==> config.mk <==
export PLATFORM = sky130hd
export DESIGN_NAME = spi_opcode_master
export DESIGN_NICKNAME = d
export VERILOG_FILES = /design/src/rtl/spi_opcode_master.sv
export SDC_FILE = /design/constraint.sdc
export NUM_CORES = 1
export LEC_CHECK = 0
export ABC_AREA = 1
export BUFFER_PORTS_ARGS = -buffer_cell sky130_fd_sc_hd__buf_2
export CELL_PAD_IN_SITES_DETAIL_PLACEMENT = 0
export CELL_PAD_IN_SITES_GLOBAL_PLACEMENT = 1
export CORE_UTILIZATION = 40
export CTS_CLUSTER_DIAMETER = 200
export CTS_CLUSTER_SIZE = 12
export DETAILED_ROUTE_END_ITERATION = 12
export GPL_TIMING_DRIVEN = 1
export HOLD_SLACK_MARGIN = 0.06
export PLACE_DENSITY_LB_ADDON = 0.1
export SYNTH_ARGS = -nofsm -noshare
export SYNTH_HDL_FRONTEND = slang
export SYNTH_SLANG_ARGS = --single-unit
==> constraint.sdc <==
create_clock -name clk -period 4.65 [get_ports clk]
set_input_delay 0.465 -clock clk [delete_from_list [all_inputs] [get_ports clk]]
set_output_delay 0.465 -clock clk [all_outputs]
set_load 0.02 [all_outputs]
==> src/rtl/spi_opcode_master.sv <==
// SPI mode-0 opcode/reply initiator: 8-bit opcode out, 24-bit reply in.
// Define AUTO_POLL_EN to self-issue alternating 0x10/0x20 frames.
module spi_opcode_master #(
  parameter int CLK_DIV    = 8,
  parameter int GAP_CYCLES = 16
) (
  input  logic        clk,
  input  logic        reset,
  input  logic        start,
  input  logic [7:0]  opcode,
  output logic        busy,
  output logic        done,
  output logic        sck,
  output logic        mosi,
  input  logic        miso,
  output logic        cs_n,
  output logic [23:0] reply,
  output logic        death,
  output logic [2:0]  total_life,
  output logic [1:0]  level,
  output logic [15:0] key_seq,
  output logic        correct_key,
  output logic        wrong_key,
  output logic        level_valid,
  output logic        match_valid
);

`ifdef AUTO_POLL_EN
  localparam bit AUTO = 1'b1;
`else
  localparam bit AUTO = 1'b0;
`endif

  typedef enum logic [2:0] {
    IDLE, SETUP, SHIFT, HOLD, GAP
  } state_t;

  state_t state_q, state_d;

  logic [15:0] div_q, div_d;
  logic [5:0]  bit_q, bit_d;
  logic [31:0] tx_q, tx_d;
  logic [23:0] rx_q, rx_d;
  logic [7:0]  op_q, op_d;
  logic        sck_q, sck_d;
  logic        mosi_q, mosi_d;
  logic        cs_n_q, cs_n_d;
  logic        done_q, done_d;
  logic        poll_q, poll_d;
  logic [23:0] reply_q, reply_d;
  logic        death_q, death_d;
  logic [2:0]  life_q, life_d;
  logic [1:0]  level_q, level_d;
  logic [15:0] key_q, key_d;
  logic        ck_q, ck_d;
  logic        wk_q, wk_d;
  logic        lv_q, lv_d;
  logic        mv_q, mv_d;

  logic [15:0] lim;
  logic        tc;
  logic        go;
  logic        launch;
  logic [7:0]  op_sel;

  assign lim = (state_q == GAP) ? 16'(GAP_CYCLES - 1)
                                : 16'(CLK_DIV - 1);
  assign tc  = (div_q == lim);
  assign go  = AUTO ? 1'b1 : start;
  assign op_sel = AUTO ? (poll_q ? 8'h20 : 8'h10) : opcode;
  assign launch = ((state_q == IDLE) && go) ||
                  (AUTO && (state_q == GAP) && tc);

  // State register.
  always_ff @(posedge clk or posedge reset) begin
    if (reset) state_q <= IDLE;
    else       state_q <= state_d;
  end

  // Next-state: phase advances on the divider terminal count.
  always_comb begin
    state_d = state_q;
    unique case (state_q)
      IDLE:  if (go) state_d = SETUP;
      SETUP: if (tc) state_d = SHIFT;
      SHIFT: if (tc && sck_q && bit_q == 6'd32) state_d = HOLD;
      HOLD:  if (tc) state_d = GAP;
      GAP:   if (tc) state_d = AUTO ? SETUP : IDLE;
      default: state_d = IDLE;
    endcase
  end

  // Outputs decoded from the state.
  always_comb begin
    busy = (state_q != IDLE);
  end

  // Datapath next values: divider, shifters, reply decode.
  always_comb begin
    div_d   = div_q;
    bit_d   = bit_q;
    tx_d    = tx_q;
    rx_d    = rx_q;
    op_d    = op_q;
    sck_d   = sck_q;
    mosi_d  = mosi_q;
    cs_n_d  = cs_n_q;
    done_d  = 1'b0;
    poll_d  = poll_q;
    reply_d = reply_q;
    death_d = death_q;
    life_d  = life_q;
    level_d = level_q;
    key_d   = key_q;
    ck_d    = ck_q;
    wk_d    = wk_q;
    lv_d    = lv_q;
    mv_d    = mv_q;
    if (state_q != IDLE) div_d = tc ? 16'd0 : div_q + 16'd1;
    if (state_q == SHIFT && tc) begin
      sck_d = ~sck_q;
      if (!sck_q) begin
        rx_d  = {rx_q[22:0], miso};
        bit_d = bit_q + 6'd1;
      end else begin
        tx_d   = tx_q << 1;
        mosi_d = tx_q[30];
      end
    end
    if (state_q == HOLD && tc) begin
      cs_n_d  = 1'b1;
      done_d  = 1'b1;
      reply_d = rx_q;
      casez (op_q)
        8'b0001????: begin
          death_d = rx_q[23];
          life_d  = rx_q[22:20];
          level_d = rx_q[17:16];
          key_d   = rx_q[15:0];
          lv_d    = 1'b1;
        end
        8'b0010????: begin
          ck_d = rx_q[23];
          wk_d = rx_q[22];
          mv_d = 1'b1;
        end
        default: ;
      endcase
    end
    if (launch) begin
      op_d   = op_sel;
      tx_d   = {op_sel, 24'h0};
      mosi_d = op_sel[7];
      cs_n_d = 1'b0;
      sck_d  = 1'b0;
      div_d  = 16'd0;
      bit_d  = 6'd0;
      poll_d = ~poll_q;
    end
  end

  // Datapath registers; reset forces the bus idle at once.
  always_ff @(posedge clk or posedge reset) begin
    if (reset) begin
      div_q   <= '0;
      bit_q   <= '0;
      tx_q    <= '0;
      rx_q    <= '0;
      op_q    <= '0;
      sck_q   <= 1'b0;
      mosi_q  <= 1'b0;
      cs_n_q  <= 1'b1;
      done_q  <= 1'b0;
      poll_q  <= 1'b0;
      reply_q <= '0;
      death_q <= 1'b0;
      life_q  <= '0;
      level_q <= '0;
      key_q   <= '0;
      ck_q    <= 1'b0;
      wk_q    <= 1'b0;
      lv_q    <= 1'b0;
      mv_q    <= 1'b0;
    end else begin
      div_q   <= div_d;
      bit_q   <= bit_d;
      tx_q    <= tx_d;
      rx_q    <= rx_d;
      op_q    <= op_d;
      sck_q   <= sck_d;
      mosi_q  <= mosi_d;
      cs_n_q  <= cs_n_d;
      done_q  <= done_d;
      poll_q  <= poll_d;
      reply_q <= reply_d;
      death_q <= death_d;
      life_q  <= life_d;
      level_q <= level_d;
      key_q   <= key_d;
      ck_q    <= ck_d;
      wk_q    <= wk_d;
      lv_q    <= lv_d;
      mv_q    <= mv_d;
    end
  end

  assign done        = done_q;
  assign sck         = sck_q;
  assign mosi        = mosi_q;
  assign cs_n        = cs_n_q;
  assign reply       = reply_q;
  assign death       = death_q;
  assign total_life  = life_q;
  assign level       = level_q;
  assign key_seq     = key_q;
  assign correct_key = ck_q;
  assign wrong_key   = wk_q;
  assign level_valid = lv_q;
  assign match_valid = mv_q;

endmodule

# Yosys cells after proc, flatten, opt, wreduce, memory -nomap -nowiden
# Index checks and enable logic that the tools add are counted.
[word_totals]
register_bits = 142
in_bits = 12
output_inout_bits = 55
[op_classes]
n_addsub = 2
n_eq_ne = 14
muxes = 24
bitwise = 1
reduce_logical = 17
[ops]
columns = ["op", "count"]
rows = [
  ["$mux W31", 3],
  ["$mux W16", 3],
  ["$mux W6", 3],
  ["$add A16 B1 Y16 const B", 1],
  ["$eq A16 B4 Y1", 1],
  ["$mux W3", 5],
  ["$pmux W3 S5", 1],
  ["$ne A2 B2 Y1 const B", 5],
  ["$reduce_and A2 Y1", 5],
  ["$mux W1", 8],
  ["$reduce_bool A2 Y1", 4],
  ["$add A6 B1 Y6 const B", 1],
  ["$eq A3 B2 Y1 const B", 2],
  ["$eq A6 B6 Y1 const B", 1],
  ["$logic_and A1 B1 Y1", 5],
  ["$reduce_and A5 Y1", 1],
  ["$eq A4 B1 Y1 const B", 1],
  ["$eq A4 B2 Y1 const B", 1],
  ["$mux W4", 1],
  ["$eq A3 B1 Y1 const B", 1],
  ["$eq A3 B3 Y1 const B", 1],
  ["$logic_not A3 Y1", 1],
  ["$reduce_bool A3 Y1", 1],
  ["$ne A2 B1 Y1 const B", 1],
  ["$not A1 Y1", 1],
]

# Logic depth before layout (Yosys ltp)
[logic_depth]
word_depth = 7
depth_mapped = 12

# Worst setup path before layout
# Ideal clock, no wire load.
[synth_path]
kind = "reg2reg"
startpoint = "reg div_q[0]"
endpoint = "reg key_q[0], in the netlist key_seq[0]"
setup_ns = 0.122
arrival_time_ns = 1.502
setup_slack_ns = 3.026
stages_incl_launch_ff = 13
period_less_slack_ns = 1.624
cell_sequence = "dfrtp_1 -> ha_1 -> nand2_2 -> nor2_1 -> nand2_1 -> nor2_2 -> nand2_2 -> nor2_4 -> nand2_2 -> buf_6 -> buf_6 -> nand2_1 -> o21ai_1"
[synth_between]
elab_chain_cells = 3
[synth_rtl]
columns = ["item", "line", "rtl"]
rows = [
  ["start: declaration", "40", "logic [15:0] div_q, div_d;"],
  ["start signal: assignment", "185", "div_q <= div_d;"],
  ["$eq A16 B4 Y1", "68", "assign tc = (div_q == lim);"],
  ["$logic_and A1 B1 Y1", "130", "if (state_q == HOLD && tc) begin"],
  ["$reduce_and A2 Y1 (no line)", "-", ""],
  ["end signal: assignment", "199", "key_q <= key_d;"],
  ["end: declaration", "54", "logic [15:0] key_q, key_d;"],
]
# Every way passes these cells.
# A chain may end at the register's enable or synchronous reset.

# Worst setup path after layout
[layout_path]
startpoint = "reg state_q[0]"
endpoint = "reg tx_q[29]"
[layout_between]
elab_chain_cells = 6
[layout_rtl]
columns = ["item", "line", "rtl"]
rows = [
  ["start: declaration", "38", "state_t state_q, state_d;"],
  ["start signal: assignment", "77", "else state_q <= state_d;"],
  ["$eq A3 B3 Y1", "66", "assign lim = (state_q == GAP) ? 16'(GAP_CYCLES - 1)"],
  ["$mux W4", "66", ""],
  ["$eq A16 B4 Y1", "68", ""],
  ["$logic_and A1 B1 Y1", "120", "if (state_q == SHIFT && tc) begin"],
  ["$reduce_bool A2 Y1 (no line)", "-", ""],
  ["$reduce_and A2 Y1 (no line)", "-", ""],
  ["end signal: assignment", "187", "tx_q <= tx_d;"],
  ["end: declaration", "42", "logic [31:0] tx_q, tx_d;"],
]
# Several ways; a longest one is shown, not always the timed one.

==> out/metrics.csv <==
stage;metric;value;unit
outcome;run status;complete, no violations;
logic_synthesis;FF+latch count, synth;114;
routing;post-route ant nets;0;
placement;number of I/O port buffers;66;
setup_path;RR Startpoint;state_q[0];
global_routing;via count of the first global-routing pass;3697;
timing;Max-slew headroom;0.297;
layout;Antenna Cells;0;
logic_synthesis;share of synthesized area occupied by flip-flops and latches;0.577;
clock_tree;cts hold-fix bufs;0;
timing;period utilization;0.545;
setup_path;cell at the slowest stage of the critical path;sky130_fd_sc_hd__nor2_1;
setup_path;worst endpoint required time;4.94;ns
setup_path;crit path buf inv count;2;
setup_path;Critical Path End Type;register;
logic_synthesis;dominant cell type by area after synthesis;sky130_fd_sc_hd__dfrtp_1;
timing;aggregate negative setup slack;0;ns
routing;Initial DRC Count;221;
setup_path;Critical Path Sink;tx_q[29];
global_routing;total gr overflow;0;
routing;total detailed-routing wirelength;10300;um
setup_path;worst reg-to-reg path cell count;8;
clock_tree;cells resized by post-CTS repair;0;
die;Chip Width;113;um
clock_tree;TritonCTS clock tree;done;
clock_tree;number of buffers inserted by post-CTS setup repair;0;
layout;area added between synthesis and finish;19.1;%
logic_synthesis;leading cell types by total area after synthesis;sky130_fd_sc_hd__dfrtp_1 57%, sky130_fd_sc_hd__nand2_1 11%, sky130_fd_sc_hd__inv_1 5.2%;
timing;fin crit period;2.53;ns
die;area of the die;12800;um2
placement;placer's final routability congestion estimate;0.756;
timing;RSZ-0062 raised after global routing;false;
routing;vias after detailed routing;3771;
layout;share of layout cells above drive strength 1;0.175;
layout;number of nets in the final layout;645;
layout;layout filler cell count;1187;
logic_synthesis;synthesis warning total;0;
global_routing;first-pass GRT wire length;18100;um
layout;leading cell type in the layout, fill and taps excluded;sky130_fd_sc_hd__nand2_1;
hold_path;type of the worst min-delay path;input port to register;
global_routing;Total Routing Usage GR;0.183;
timing;Final Setup Violations;0;
layout;area taken by multi-input logic gates;1690;um2
setup_path;type of the worst setup path;register to register;
die;FP Rows;40;
setup_path;stage delay of the slowest cell on the critical path;0.64;ns
power;power per standard cell area;486;nW/um2
setup_path;crit path launch;state_q[0];
run;max_cap viols;0;
logic_synthesis;top-area cell type share of the netlist area;0.572;
clock_tree;CTS max path bufs;2;
routing;routed length per instance;13.0;um
clock_tree;clock transition at the registers of the reported paths;0.05;ns
setup_path;Stages on worst setup path;8;
setup_path;sequence of cells on the critical path;nor2_1 > nand2_1 > nor2_1 > inv_1 > nand2_1 > inv_1 > nand3_1 > nand3_1;
timing;final worst clock skew;0.00906;ns
die;starting density of the core;0.412;
timing;transition time at the pin with the least slew margin;1.05;ns
placement;DP HPWL;6890;um
timing;Hold Violations, Final;0;
logic_synthesis;Netlist cell types;31;
die;top-level I/O count;67;
clock_tree;Clk Latency, worst-skew pair;0.41;ns
setup_path;setup slack of the worst register-to-register path;2.12;ns
die;CORE AREA;12000;um2
setup_path;cell type group with the largest total delay on the critical path;simple AND/OR/NAND/NOR gates;
logic_synthesis;post-synthesis net count;579;
global_routing;pin count of the biggest net entering global routing;88;
clock_tree;H-tree lvl count;4;
layout;sequential cell area in the final layout;2850;um2
power;Pleak;2.88;nW
setup_path;category of the worst setup path launch point;register;
clock_tree;clock root cell;sky130_fd_sc_hd__clkbuf_16;
power;Peak VDD IR;0.000246;V
logic_synthesis;cell count after synthesis;564;
timing;smallest hold slack;0.256;ns
logic_synthesis;average cell area after synthesis;8.77;um2
hold_path;origin of the worst min-delay path;opcode[0];
global_routing;number of antenna violations at the first check in global routing;0;
timing;maximum clock rate;395;MHz
die;die extent in y;113;um
timing;fin. max-slew vios;0;
clock_tree;number of buffers inserted during clock tree synthesis;17;
routing;drt via density;4.79;
layout;commonest cells after routing, fill and taps aside;146 x sky130_fd_sc_hd__nand2_1, 113 x sky130_fd_sc_hd__dfrtp_1, 67 x sky130_fd_sc_hd__inv_1;
setup_path;reg2reg end;tx_q[29];
logic_synthesis;summed instance area of the synthesized netlist;4940;um2
clock_tree;sinks on the clock net;114;
routing;DRT Pass-1 Iters;4;
setup_path;arrival time at the worst endpoint;2.82;ns
routing;number of remaining DRC errors;0;
setup_path;CP Max Fanout;25;
-- per-layer routing --
metal  part of all wire  global-route usage
met1               0.50               0.254
met2               0.44               0.266
met3              0.035              0.0450
met4              0.020              0.0939
met5                  0                   0
-- cells in the mapped netlist --
library cell and n:
sky130_fd_sc_hd__nand2_1 146, sky130_fd_sc_hd__dfrtp_1 113, sky130_fd_sc_hd__inv_1 68, sky130_fd_sc_hd__nor2_1 46
sky130_fd_sc_hd__o21ai_1 44, sky130_fd_sc_hd__o21ai_0 40, sky130_fd_sc_hd__nand3_1 25, sky130_fd_sc_hd__nand4_1 13
sky130_fd_sc_hd__buf_2 9, sky130_fd_sc_hd__buf_6 6, sky130_fd_sc_hd__o22ai_1 6, sky130_fd_sc_hd__a21oi_1 5
sky130_fd_sc_hd__nand2_2 5, sky130_fd_sc_hd__nor3_1 5, sky130_fd_sc_hd__xor2_1 5, sky130_fd_sc_hd__clkbuf_1 4
sky130_fd_sc_hd__nor2_2 4, sky130_fd_sc_hd__ha_1 3, sky130_fd_sc_hd__o21ai_2 3, sky130_fd_sc_hd__nor2_4 2
sky130_fd_sc_hd__nor4_1 2, sky130_fd_sc_hd__and2_1 1, sky130_fd_sc_hd__buf_4 1, sky130_fd_sc_hd__clkbuf_2 1
sky130_fd_sc_hd__dfstp_2 1, sky130_fd_sc_hd__inv_2 1, sky130_fd_sc_hd__nand3_4 1, sky130_fd_sc_hd__nand3b_1 1
sky130_fd_sc_hd__nor3_2 1, sky130_fd_sc_hd__o21a_1 1, sky130_fd_sc_hd__o31ai_1 1
-- how the worst min path moves through the flow --
stage / to / slack (ns) / cells past startpoint
after global routing: tx_q[24] / 0.27 / 3
final: tx_q[24] / 0.26 / 3
after detailed placement: level_valid / 0.46 / 2
after global placement: match_valid / 0.45 / 2
after CTS: tx_q[24] / 0.23 / 3
after floorplan: rx_q[7] / 0.45 / 2
-- area by class of cell --
cell class | count | area share
Tap cell | 147 | 0.0312
Sequential cell | 114 | 0.485
Clock buffer | 23 | 0.0795
Timing Repair Buffer | 68 | 0.0587
Inverter | 69 | 0.0444
Clock inverter | 6 | 0.0140
Multi-Input combinational cell | 360 | 0.287
-- stage by stage --
stage / instance area (um2) / util / worst slack, ns / power [mW] / cells
after global placement: 5340 / 0.444 / 2.12 / 1.65 / 758
after floorplan: 4940 / - / 1.17 / 1.54 / 564
after detailed placement: 5340 / 0.444 / 2.11 / 1.66 / 758
after CTS: 5890 / 0.490 / 2.10 / 2.90 / 787
after global routing: 5890 / 0.490 / 1.76 / 3.03 / 787
final: 5890 / 0.490 / 2.12 / 2.86 / 787
-- flip-flops by register name, summed over array words and instances (netlist names), 2 cells and up --
| signal | cells |
|---|---|
| rx_q | 24 |
| total_life | 3 |
| bit_q | 6 |
| tx_q | 7 |
| reply | 24 |
| state_q | 3 |
| level | 2 |
| op_q | 4 |
| key_seq | 16 |
| div_q | 16 |
-- kinds of logic (layout without fill, tap and decap cells) --
group	Yosys count	count (layout)	share of synthesized area
flops	114	114	0.577
compound gates	100	100	0.106
simple gates	252	252	0.219
fa+ha+maj	3	3	0.00759
xor+xnor	5	5	0.00886
buf+inv	90	166	0.0807
-- tightest hold or removal path, delay by kind of cell --
kind	cells	cell delay, ns
buffers and inverters	1	0.07
and+or+nand+nor	2	0.09
-- report_power, final --
| group | internal (mW) | leakage, nW | total, mW | switching, mW |
|---|---|---|---|---|
| logic | 0.139 | 1.05 | 0.473 | 0.334 |
| registers | 1.09 | 1.56 | 1.16 | 0.0685 |
| clock network | 0.802 | 0.269 | 1.22 | 0.419 |
No activity file was read; power rests on OpenSTA's default activity.
